`src/rtl/ps2_pkg.sv`:
```
// Shared PS/2 definitions: host-transmit state encoding, default timing constants
// and the odd-parity helper also used by the keyboard receiver.
package ps2_pkg;

   localparam int unsigned DefInhibitCycles = 5000;
   localparam int unsigned DefTimeoutCycles = 1000000;
   localparam int unsigned DefFiltLen       = 4;

   // Data, parity and stop bits shifted out after the start bit.
   localparam int unsigned FrameBits = 10;

   typedef enum logic [2:0] {
      StIdle,
      StInhibit,
      StRts,
      StBits,
      StAck,
      StWaitIdle,
      StDone
   } tx_state_e;

   function automatic logic odd_parity(input logic [7:0] data);
      return ~^data;
   endfunction

endpackage

```
`src/rtl/ps2_line_filter.sv`:
```
// Synchronizer plus glitch filter for one PS/2 line; level changes only after
// FILT_LEN equal consecutive samples, and fall pulses on each filtered 1->0.
module ps2_line_filter #(
   parameter int unsigned FILT_LEN = 4
) (
   input  logic m_clock,
   input  logic p_reset,
   input  logic raw,
   output logic level,
   output logic fall
);

   localparam int unsigned CntW = (FILT_LEN > 1) ? $clog2(FILT_LEN) : 1;

   logic [1:0]      sync_q;
   logic            level_q, level_d;
   logic            fall_q, fall_d;
   logic [CntW-1:0] cnt_q, cnt_d;

   // Idle bus level is high, so reset to 1 to avoid a spurious fall.
   always_ff @(posedge m_clock) begin
      if (p_reset) begin
         sync_q  <= 2'b11;
         level_q <= 1'b1;
         fall_q  <= 1'b0;
         cnt_q   <= '0;
      end else begin
         sync_q  <= {sync_q[0], raw};
         level_q <= level_d;
         fall_q  <= fall_d;
         cnt_q   <= cnt_d;
      end
   end

   // cnt_q tracks how many consecutive samples have disagreed with level_q.
   always_comb begin
      level_d = level_q;
      fall_d  = 1'b0;
      cnt_d   = '0;
      if (sync_q[1] != level_q) begin
         if (cnt_q == CntW'(FILT_LEN - 1)) begin
            level_d = sync_q[1];
            fall_d  = ~sync_q[1];
         end else begin
            cnt_d = cnt_q + CntW'(1);
         end
      end
   end

   assign level = level_q;
   assign fall  = fall_q;

endmodule

```
`src/rtl/ps2_host_tx.sv`:
```
// PS/2 host-to-device transmitter: inhibit, request-to-send, shift out data,
// parity and stop on device clock falls, then sample the device acknowledge.
module ps2_host_tx
   import ps2_pkg::*;
#(
   parameter int unsigned INHIBIT_CYCLES = DefInhibitCycles,
   parameter int unsigned TIMEOUT_CYCLES = DefTimeoutCycles,
   parameter int unsigned FILT_LEN       = DefFiltLen
) (
   input  logic       m_clock,
   input  logic       p_reset,
   input  logic       tx_valid,
   input  logic [7:0] tx_data,
   output logic       tx_ready,
   output logic       busy,
   input  logic       ps2_clk_in,
   input  logic       ps2_dat_in,
   output logic       ps2_clk_oe,
   output logic       ps2_dat_oe,
   output logic       done,
   output logic       ack_ok,
   output logic       err_timeout
);

   localparam int unsigned InhW = $clog2(INHIBIT_CYCLES + 1);
   localparam int unsigned TmoW = $clog2(TIMEOUT_CYCLES + 1);

   tx_state_e               state_q, state_d;
   logic [InhW-1:0]         inh_q, inh_d;
   logic [TmoW-1:0]         tmo_q, tmo_d;
   logic [3:0]              bitcnt_q, bitcnt_d;
   logic [FrameBits-1:0]    sh_q, sh_d;
   logic                    bit_oe_q, bit_oe_d;
   logic                    ack_q, ack_d;
   logic                    err_q, err_d;

   logic clk_level, clk_fall;
   logic dat_level, unused_dat_fall;
   logic timed, tmo_hit;

   ps2_line_filter #(
      .FILT_LEN (FILT_LEN)
   ) u_clk_filt (
      .m_clock (m_clock),
      .p_reset (p_reset),
      .raw     (ps2_clk_in),
      .level   (clk_level),
      .fall    (clk_fall)
   );

   ps2_line_filter #(
      .FILT_LEN (FILT_LEN)
   ) u_dat_filt (
      .m_clock (m_clock),
      .p_reset (p_reset),
      .raw     (ps2_dat_in),
      .level   (dat_level),
      .fall    (unused_dat_fall)
   );

   always_ff @(posedge m_clock) begin
      if (p_reset) begin
         state_q  <= StIdle;
         inh_q    <= '0;
         tmo_q    <= '0;
         bitcnt_q <= '0;
         sh_q     <= '0;
         bit_oe_q <= 1'b0;
         ack_q    <= 1'b0;
         err_q    <= 1'b0;
      end else begin
         state_q  <= state_d;
         inh_q    <= inh_d;
         tmo_q    <= tmo_d;
         bitcnt_q <= bitcnt_d;
         sh_q     <= sh_d;
         bit_oe_q <= bit_oe_d;
         ack_q    <= ack_d;
         err_q    <= err_d;
      end
   end

   // The frame timeout runs from clock release until the lines go idle again.
   assign timed   = state_q inside {StRts, StBits, StAck, StWaitIdle};
   assign tmo_hit = timed && (tmo_q == TmoW'(TIMEOUT_CYCLES - 1));

   always_comb begin
      state_d  = state_q;
      inh_d    = inh_q;
      tmo_d    = tmo_q;
      bitcnt_d = bitcnt_q;
      sh_d     = sh_q;
      bit_oe_d = bit_oe_q;
      ack_d    = ack_q;
      err_d    = err_q;

      if (timed) begin
         tmo_d = tmo_q + TmoW'(1);
      end

      unique case (state_q)
         StIdle: begin
            if (tx_valid) begin
               sh_d     = {1'b1, odd_parity(tx_data), tx_data};
               inh_d    = '0;
               tmo_d    = '0;
               bitcnt_d = '0;
               bit_oe_d = 1'b0;
               ack_d    = 1'b0;
               err_d    = 1'b0;
               state_d  = StInhibit;
            end
         end
         StInhibit: begin
            // Device clock falls here belong to its own aborted frame.
            if (inh_q == InhW'(INHIBIT_CYCLES - 1)) begin
               state_d = StRts;
            end else begin
               inh_d = inh_q + InhW'(1);
            end
         end
         StRts: begin
            if (clk_fall) begin
               bit_oe_d = ~sh_q[0];
               sh_d     = {1'b1, sh_q[FrameBits-1:1]};
               bitcnt_d = 4'd1;
               state_d  = StBits;
            end
         end
         StBits: begin
            if (clk_fall) begin
               bit_oe_d = ~sh_q[0];
               sh_d     = {1'b1, sh_q[FrameBits-1:1]};
               bitcnt_d = bitcnt_q + 4'd1;
               // Fall 10 puts the stop bit (released line) out.
               if (bitcnt_q == 4'(FrameBits - 1)) begin
                  state_d = StAck;
               end
            end
         end
         StAck: begin
            if (clk_fall) begin
               ack_d   = ~dat_level;
               state_d = StWaitIdle;
            end
         end
         StWaitIdle: begin
            if (clk_level && dat_level) begin
               state_d = StDone;
            end
         end
         StDone: begin
            state_d = StIdle;
         end
         default: begin
            state_d = StIdle;
         end
      endcase

      if (tmo_hit) begin
         state_d = StDone;
         ack_d   = 1'b0;
         err_d   = 1'b1;
      end
   end

   assign tx_ready    = (state_q == StIdle);
   assign busy        = (state_q != StIdle);
   assign ps2_clk_oe  = (state_q == StInhibit);
   assign ps2_dat_oe  = (state_q == StRts) || ((state_q == StBits) && bit_oe_q);
   assign done        = (state_q == StDone);
   assign ack_ok      = done && ack_q;
   assign err_timeout = done && err_q;

endmodule
```
`config.mk`:
```
export PLATFORM = sky130hd
export DESIGN_NAME = ps2_host_tx
export DESIGN_NICKNAME = d
export VERILOG_FILES = /design/src/rtl/ps2_pkg.sv /design/src/rtl/ps2_line_filter.sv /design/src/rtl/ps2_host_tx.sv
export SDC_FILE = /design/constraint.sdc
export NUM_CORES = 1
export LEC_CHECK = 0
export CORE_MARGIN = 8
export CORE_UTILIZATION = 59
export CTS_BUF_LIST = sky130_fd_sc_hd__clkbuf_16
export DETAILED_ROUTE_END_ITERATION = 12
export GPL_TIMING_DRIVEN = 1
export PLACE_DENSITY_LB_ADDON = 0.2
export SKIP_LAST_GASP = 1
export SYNTH_ARGS = -nofsm -noshare
export SYNTH_HDL_FRONTEND = slang
export SYNTH_HIERARCHICAL = 1
export SYNTH_SLANG_ARGS = --single-unit
```
`constraint.sdc`:
```
create_clock -name m_clock -period 2.05 [get_ports m_clock]
set_input_delay 0.3075 -clock m_clock [delete_from_list [all_inputs] [get_ports m_clock]]
set_output_delay 0.3075 -clock m_clock [all_outputs]
set_load 0.02 [all_outputs]
```
==> impl_metrics.csv <==
group,metric,value,unit
setup_path,worst-setup-path-type,"flip-flop to primary output",
power_and_ir_drop,sw_frac_of_total,31.8,%
final_layout,diodes,0,
setup_path,path_delay_family,"buffers and inverters",
placed_design,place_area,3770,um2
floorplan,die_w,91.3,um
setup_path,reg2regPathDepth,5,
setup_path,crit_path_end_kind,"primary output",
global_route,grt_pass1_vias,2931,
sta,finalHoldViolCount,0,
setup_path,cp.arrival,1.63,ns
detailed_routing,detail-route-antenna-nets,0,
yosys,syn_nets,394,
yosys,ys_warn_count,6,
global_route,gr-usage-all-layers,19.3,%
yosys,syn_inst,375,
floorplan,placementRows,27,
sta,slew_viol_final,0,
power_and_ir_drop,leakagePower,0.00145,uW
setup_path,start_kind,"flip-flop",
global_route,grt_pass1_wl,13400,um
setup_path,max_stage_delay,0.37,ns
hold_path,hold_end,"u_clk_filt/sync_q[1]$_SDFF_PP1_",
detailed_routing,drc,0,
cts,cts_buffers,9,
setup_path,slowest_stage,"dfxtp_1",
run,cap_violations,0,
placed_design,portBuffers,19,
sta,finalSetupViolCount,0,
sta,finalClockSkew,0.00685,ns
yosys,syn_avg_cell_area,8.93,um2
final_layout,nNetsFinal,432,
power_and_ir_drop,p_clk_share,38.1,%
detailed_routing,viasPerCell,6.06,
global_route,overflow,0,
placed_design,hpwl,5160,um
floorplan,core_area,5510,um2
setup_path,reg2reg_to,"inh_q[1]$_SDFFE_PP0P_",
final_layout,area_growth,21.6,%
final_layout,nFillCells,397,
final_layout,regArea,1280,um2
hold_path,hp-start,"u_clk_filt/sync_q[0]$_SDFF_PP1_",
power_and_ir_drop,switchingPower,1290,uW
power_and_ir_drop,pwr-share-seq,35.0,%
sta,period_minus_slack,1.94,ns
power_and_ir_drop,p_int,2770,uW
yosys,netlist_area,3350,um2
detailed_routing,first_pass_iters,4,
detailed_routing,dr_total_vias,2967,
sta,fmax,517,MHz
placed_design,gp_congestion,0.813,
final_layout,fin_util,73.9,%
cts,clockBufferDepth,2,
cts,cts_root_buf,"clkbuf_16",
sta,finalCritPeriodShare,94.4,%
hold_path,hold_depth,1,
detailed_routing,wl_per_cell,15.5,um
floorplan,pin_count,20,
floorplan,die_y,91.3,um
floorplan,start_util,60.8,%
setup_path,reg2reg_slack,0.14,ns
setup_path,cp_max_fo,8,
power_and_ir_drop,vdd_ir_drop_max,709,uV
cts,cts_setup_buffers,0,
global_route,grt_max_degree,31,
final_layout,drive_gt1_share,15.8,%
sta,relSlewSlack,67.5,%
cts,htree_levels,3,
sta,worst_pin_slew,0.484,ns
detailed_routing,wl,7570,um
sta,rsz0062_at_grt,"false",
global_route,antenna_found_initial,0,
setup_path,cp.required,1.74,ns
floorplan,die_area,8340,um2
final_layout,multiInputGateArea,1910,um2
detailed_routing,drt_iter0_markers,155,
power_and_ir_drop,p_per_area,998,nW/um2
run_status,status,"finished clean",
final_layout,fin_area,4070,um2
power_and_ir_drop,comb_power_share,26.9,%
cts,clock-sinks,64,
cts,clk_pin_slew,0.06,ns
hold_path,min_path_type,"flip-flop to flip-flop",
cts,cts_tree,"done",
setup_path,critical_path.cell_chain,"buf_4 -> or3_1 -> inv_1 -> dlygate4sd2_1",
cts,clk_latency,0.33,ns
setup_path,critPathBufInv,3,
setup_path,r2r_start,"inh_q[4]$_SDFFE_PP0P_",
-- final cells by class --
class                      count  area share (%)
timing repair buffer          49            11.3
clock buffer                   9            5.54
multi-input combinational    282            46.8
tap                           72            2.21
sequential                    64            31.5
clock inverter                 7            1.94
inverter                       7           0.646
-- cell usage in the layout (no fill, tap or decap), drive strengths merged, types with 8 or more instances in the layout --
master / instances
dfxtp: 64
nand2: 41
a21oi: 30
buf: 30
nor2: 27
nand3: 15
nand4: 12
clkdlybuf4s50: 12
or4: 11
xnor2: 10
o31ai: 10
clkbuf: 9
or3: 9
inv: 9
a311oi: 8
xor2: 8
and2: 8
o21ai: 8
-- registers in the layout, indices dropped and copies added (netlist names) --
register,cells
u_clk_filt/fall,1
bitcnt_q,4
err_q,1
bit_oe_q,1
sh_q,10
tmo_q,20
ack_q,1
u_dat_filt/sync_q,2
u_clk_filt/level,1
u_clk_filt/cnt_q,2
u_dat_filt/level,1
u_dat_filt/cnt_q,2
inh_q,13
u_clk_filt/sync_q,2
state_q,3
-- what timing repair did --
action	in CTS	in global routing
endpoints found under the setup margin	7	1
gates resized for setup	8	1
hold buffers	0	0
cloned	0	0
-- worst max-delay path by stage --
| stage | slack (ns) | depth (start not counted) | end | from |
|---|---|---|---|---|
| 5_1_grt | 0.02 | 4 | tx_ready | state_q[1]$_SDFFE_PP0P_ |
| 6_report | 0.11 | 4 | tx_ready | state_q[1]$_SDFFE_PP0P_ |
| 3_3_place_gp | -0.07 | 5 | bitcnt_q[3]$_SDFFE_PP0P_ | tx_valid |
| 3_5_place_dp | -0.11 | 5 | bitcnt_q[3]$_SDFFE_PP0P_ | tx_valid |
| 4_1_cts | 0.02 | 3 | done | state_q[2]$_SDFFE_PP0P_ |
| 2_1_floorplan | 0.21 | 4 | inh_q[10]$_SDFFE_PP0P_ | state_q[0]$_SDFFE_PP0P_ |
-- power by group through the flow --
stage                     clock network [uW]  registers, uW  logic [uW]
after floorplan                            0           1410         719
after global placement                     0           1440        1090
after detailed placement                   0           1440        1110
after CTS                               1570           1420        1090
after global routing                    1630           1440        1200
final                                   1550           1420        1090
-- per-layer routing --
layer | GRT usage [%] | vias to the layer above | part of all wire [%]
met5 | 0 | - | 0
met4 | 7.91 | 0 | 2.1
met3 | 5.60 | 16 | 4.0
met2 | 32.7 | 61 | 48
met1 | 22.4 | 1409 | 45
li1 | - | 1481 | -
-- through the flow --
stage,hold slack [ns],total power (uW),instances,setup TNS (ns),worst slack [ns]
3_5_place_dp,0.403,2550,474,-0.839,-0.108
3_3_place_gp,0.395,2540,474,-0.270,-0.0701
4_1_cts,0.420,4080,490,0,0.0189
2_1_floorplan,0.382,2130,375,0,0.210
6_report,0.418,4060,490,0,0.114
5_1_grt,0.443,4260,490,0,0.0226
-- worst register-to-register path, cell delays in order (launching register included) --
cell,delay [ns]
dfxtp_1,0.36
or4b_4,0.60
nor4_4,0.50
buf_4,0.19
nand3b_1,0.10
a21oi_1,0.06
(Power assumes the default switching activity.)
